--- config.mk ---
export PLATFORM = sky130hd
export DESIGN_NAME = button_event
export DESIGN_NICKNAME = d
export VERILOG_FILES = /design/src/rtl/button_event_pkg.sv /design/src/rtl/button_event.sv
export SDC_FILE = /design/constraint.sdc
export NUM_CORES = 1
export LEC_CHECK = 0
export ABC_CLOCK_PERIOD_IN_PS = 1800
export CAP_MARGIN = 10
export CORE_ASPECT_RATIO = 1.25
export CORE_MARGIN = 1
export CORE_UTILIZATION = 53
export DETAILED_ROUTE_END_ITERATION = 7
export PLACE_DENSITY = 0.75
export REMOVE_ABC_BUFFERS = 1
export SKIP_CTS_REPAIR_TIMING = 1
export SLEW_MARGIN = 5
export SYNTH_ARGS = -nofsm -noshare
export SYNTH_HDL_FRONTEND = slang
export SYNTH_SLANG_ARGS = --single-unit
--- constraint.sdc ---
create_clock -name i_Clk -period 1.8 [get_ports i_Clk]
set_input_delay 0.54 -clock i_Clk [delete_from_list [all_inputs] [get_ports i_Clk]]
set_output_delay 0.54 -clock i_Clk [all_outputs]
set_load 0.005 [all_outputs]
--- src/rtl/button_event_pkg.sv ---
`default_nettype none
// ============================================================================
//  Module      : button_event_pkg
//  Description : Shared types and sizing helper for the button event decoder.
//  Revision    : 1.0 - initial release
// ============================================================================
package button_event_pkg;

    typedef enum logic [1:0] {
        LOCK    = 2'd0,
        IDLE    = 2'd1,
        PRESSED = 2'd2,
        REPEAT  = 2'd3
    } btn_state_t;

    // Hold counter must be able to represent the larger terminal value.
    function automatic int count_width(input int long_cycles, input int repeat_cycles);
        int max_c;
        max_c = (long_cycles > repeat_cycles) ? long_cycles : repeat_cycles;
        return $clog2(max_c + 1);
    endfunction

endpackage
`default_nettype wire

--- src/rtl/button_event.sv ---
`default_nettype none
// ============================================================================
//  Module      : button_event
//  Description : Turns a debounced button level into press / release /
//                long-press / auto-repeat single-cycle pulses.
//  Revision    : 1.0 - initial release
// ============================================================================
module button_event
    import button_event_pkg::*;
#(
    parameter int LONG_PRESS_CYCLES = 12_000_000,
    parameter int REPEAT_CYCLES     = 3_000_000
) (
    input  logic i_Clk,
    input  logic i_Rst,
    input  logic i_Data,
    output logic o_Press,
    output logic o_Release,
    output logic o_Long,
    output logic o_Repeat,
    output logic o_Step,
    output logic o_Held
);

    localparam int                 c_cnt_w  = count_width(LONG_PRESS_CYCLES, REPEAT_CYCLES);
    localparam logic [c_cnt_w-1:0] c_long   = c_cnt_w'(LONG_PRESS_CYCLES);
    localparam logic [c_cnt_w-1:0] c_repeat = c_cnt_w'(REPEAT_CYCLES);
    localparam logic [c_cnt_w-1:0] c_one    = c_cnt_w'(1);

    btn_state_t         r_state;
    logic [c_cnt_w-1:0] r_count;
    logic               r_press;
    logic               r_release;
    logic               r_long;
    logic               r_repeat;
    logic               r_step;
    logic               r_held;

    always_ff @(posedge i_Clk) begin
        if (i_Rst) begin
            r_state   <= LOCK;
            r_count   <= '0;
            r_press   <= 1'b0;
            r_release <= 1'b0;
            r_long    <= 1'b0;
            r_repeat  <= 1'b0;
            r_step    <= 1'b0;
            r_held    <= 1'b0;
        end else begin
            r_press   <= 1'b0;
            r_release <= 1'b0;
            r_long    <= 1'b0;
            r_repeat  <= 1'b0;
            r_step    <= 1'b0;

            case (r_state)
                // A button still held out of reset must be let go before it counts.
                LOCK: begin
                    r_held  <= 1'b0;
                    r_count <= '0;
                    if (!i_Data) begin
                        r_state <= IDLE;
                    end
                end

                IDLE: begin
                    if (i_Data) begin
                        r_state <= PRESSED;
                        r_count <= c_one;
                        r_press <= 1'b1;
                        r_step  <= 1'b1;
                        r_held  <= 1'b1;
                    end
                end

                PRESSED: begin
                    if (!i_Data) begin
                        r_state   <= IDLE;
                        r_count   <= '0;
                        r_release <= 1'b1;
                        r_held    <= 1'b0;
                    end else if (r_count == c_long) begin
                        r_state <= REPEAT;
                        r_count <= c_one;
                        r_long  <= 1'b1;
                        r_step  <= 1'b1;
                    end else begin
                        r_count <= r_count + c_one;
                    end
                end

                REPEAT: begin
                    if (!i_Data) begin
                        r_state   <= IDLE;
                        r_count   <= '0;
                        r_release <= 1'b1;
                        r_held    <= 1'b0;
                    end else if (r_count == c_repeat) begin
                        r_count  <= c_one;
                        r_repeat <= 1'b1;
                        r_step   <= 1'b1;
                    end else begin
                        r_count <= r_count + c_one;
                    end
                end

                default: begin
                    r_state <= LOCK;
                    r_count <= '0;
                    r_held  <= 1'b0;
                end
            endcase
        end
    end

    assign o_Press   = r_press;
    assign o_Release = r_release;
    assign o_Long    = r_long;
    assign o_Repeat  = r_repeat;
    assign o_Step    = r_step;
    assign o_Held    = r_held;

`ifndef SYNTHESIS
    generate
        if (LONG_PRESS_CYCLES < 2) begin : g_bad_long
            $error("button_event: LONG_PRESS_CYCLES must be >= 2");
        end
        if (REPEAT_CYCLES < 1) begin : g_bad_repeat
            $error("button_event: REPEAT_CYCLES must be >= 1");
        end
    endgenerate

    always_ff @(posedge i_Clk) begin
        assert ($onehot0({r_press, r_release, r_long, r_repeat}))
            else $error("button_event: event pulses overlap");
    end
`endif

endmodule
`default_nettype wire

==> impl_results.md <==
* Vias in the first global route at 1625
* Post-DRT Antenna Nets at 0
* Tcrit/Tclk final at 117%
* Cells after Synth at 195
* Area grow syn2layout at 46.3%
* # clock sinks at 32
* Unrepaired setup endpoints after global routing: true
* Clock buffer depth at 2
* Status: complete, but fails checks
* R2R setup slack at -300 ps
* Total number of vias at 1825
* RR Startpoint: r_count[1]
* Vias per cell at 6.21
* Failing checks: negative setup slack
* Crit path arrival time at 2320 ps
* Largest net degree at the start of global routing at 16
* WL final at 5510 um
* Slew @ Worst Pin at 458 ps
* Die Area at 3420 um2
* Die Y at 65.1 um
* Mapped Avg Cell Area at 8.66 um2
* Residual DRC count at 0
* Layout cell share with drive strength beyond 1 at 38.0%
* Worst hold path type: register to register
* Commonest non-fill, non-tap cells in the layout: buf_4 (47), dfxtp_1 (27), nor2_1 (26)
* Setup Viol. Count Final at 27
* Initial core utilization at 56.8%
* Overall Power at 1.96 mW
* Highest Clock Rate at 0.477 GHz
* LEAKAGE at 0.938 nW
* DRT Pass-1 Iters at 5
* Initial DRC Count at 118
* Number of slew-limit violations in the final report at 0
* Clk_skew at 14.4 ps
* Grt ovf at 0
* Setup_tns at -6410 ps
* Rows at 22
* Critical path endpoint category: register
* Post-layout util at 83.0%
* Count of final hold-check violations at 0
* Nets@finish at 267
* Clk root buf: clkbuf_4
* R2r endpoint: r_count[22]
* Warnings from Yosys at 0
* Min Hold Slack at 517 ps
* Antenna cells at 0
* Post-synthesis sequential area ratio at 38.0%
* Reg clk slew, reported paths at 90 ps
* CTS H-tree depth at 2
* Max Cap Viol at 0
* Antenna violations before repair at 0
* GRT Overall Usage at 29.3%
* Setup ws final at -297 ps
* Top-level port count at 9
* Int Power at 1.28 mW
* CP Max Fanout at 12
* DIE WIDTH at 52.5 um
* Detailed Place HPWL at 3290 um
* IO buf count at 8
* Synth Cell Area at 1690 um2
* Switching share of power at 35.0%
* RD Place Congestion at 0.873
* Combinational share of power at 38.1%
* Worst Setup SP: r_count[1]
* Count of cell types in the netlist at 36
* CTS tree: yes
* Pwr dens at 796 nW/um2
* R2R cell count at 11
* Final Critical Period at 2100 ps
* DR WL/cell at 18.8 um
* Worst Path Class, Setup: register to register
* Yosys reg bits at 32
* Placeable core area at 2970 um2
* Slew HR at 69.0%
* Sw Pwr at 0.688 mW
* Later-pin clock latency in the skew report at 340 ps
* Clk pwr share at 22.2%
* Worst EP required at 2020 ps
* Nature of the critical path startpoint: register
* Crit path to: r_count[22]
* Global-route wire length before repair at 7270 um
* Commonest non-fill, non-tap cell in the layout: buf_4
* Sequential power share at 39.7%
* CTS Buf Count at 5
* Max VDD drop at 0.000866 V
## layer usage
metal / wire [um] / GRT usage [%] / vias to the layer above / part of all wire, %
met1: 1970 / 32.8 / 855 / 36
met2: 2900 / 51.3 / 116 / 53
li1: - / - / 826 / -
met4: 244 / 12.8 / 0 / 4.4
met3: 399 / 6.71 / 28 / 7.2
met5: 0 / 0 / - / 0
## flip-flops by register name, summed over array words and instances (netlist names)
signal,count
o_Long,1
o_Step,1
o_Release,1
o_Held,1
r_state,2
r_count,24
o_Repeat,1
o_Press,1
## stage by stage
stage	instances	setup slack, ps	cell area, um2
6_report	294	-297	2470
5_1_grt	294	-356	2470
4_1_cts	284	-506	2170
3_5_place_dp	276	-555	2120
3_3_place_gp	276	-481	2120
2_1_floorplan	187	-267	1640
## synthesized netlist by cell type
library cell  instances  area [um2]
dfxtp_1              32         641
a211oi_1              2        15.0
xor2_1                4        35.0
o21bai_4              1        18.8
buf_6                 2        22.5
clkbuf_1              4        15.0
nand2_1              17        63.8
nor2_1               26        97.6
nor3b_1               2        15.0
nor4b_1               5        43.8
inv_1                 5        18.8
o31ai_2               1        12.5
nor4bb_1              1        10.0
a31oi_1               9        56.3
or3_1                 2        12.5
buf_2                 2        10.0
and2_1                1        6.26
nor2b_1               3        18.8
and3_1                4        25.0
a311oi_1              1        8.76
and4_1                1        8.76
nor3_1                4        20.0
ha_1                  7        87.6
xnor2_1              11        96.3
a22oi_1               1        7.51
a2111oi_4             1        27.5
o2bb2ai_1             1        8.76
a22o_1                3        26.3
nand2b_1              3        18.8
o21ai_0               6        30.0
nor4_1                5        31.3
a211oi_2              1        12.5
o41ai_4               1        27.5
nand3_1              10        50.1
nand4_1               7        43.8
a21oi_1               9        45.0
## worst max-delay path, stage by stage, from the launching register on
cell      delay, ps
dfxtp_2         340
inv_2            40
ha_2            160
nor4b_4         190
nand2_1         120
buf_6           170
o31ai_4         350
buf_6           160
a211oi_2         90
o21bai_4        170
buf_12          140
nor2_1           60
## layout make-up
class / instances / area (um2)
tap: 36 / 45.0
timing repair buffer: 63 / 532
clock buffer: 8 / 58.8
fill: 171 / 504
multi-input combinational: 150 / 1170
sequential: 32 / 647
inverter: 5 / 18.8
## cell families (layout without fill, tap and decap cells)
family / Yosys count / after routing / synth area share (%)
AO/OA/AOI/OAI: 37 / 37 / 17.6
XOR/XNOR: 15 / 15 / 7.78
adder cells (fa/ha/maj): 7 / 7 / 5.19
buffers and inverters: 13 / 76 / 3.93
flip-flops: 32 / 32 / 38.0
AND/OR/NAND/NOR: 91 / 91 / 27.6
## worst min path at each step
| stage | from | cells past startpoint | end |
|---|---|---|---|
| final | o_Held | 2 | o_Held |
| after global routing | o_Held | 2 | o_Held |
| after CTS | o_Held | 2 | o_Held |
| after detailed placement | o_Held | 2 | o_Held |
| after global placement | o_Held | 2 | o_Held |
| after floorplan | o_Held | 2 | o_Held |
## power by group through the flow
stage               clock network [mW]  logic (mW)  registers, mW
finish                           0.437       0.749          0.780
global route                     0.467       0.794          0.785
CTS                              0.432       0.562          0.775
detailed placement                   0       0.558          0.791
global placement                     0       0.534          0.788
floorplan                            0       0.310          0.792
(Power assumes the default switching activity.)
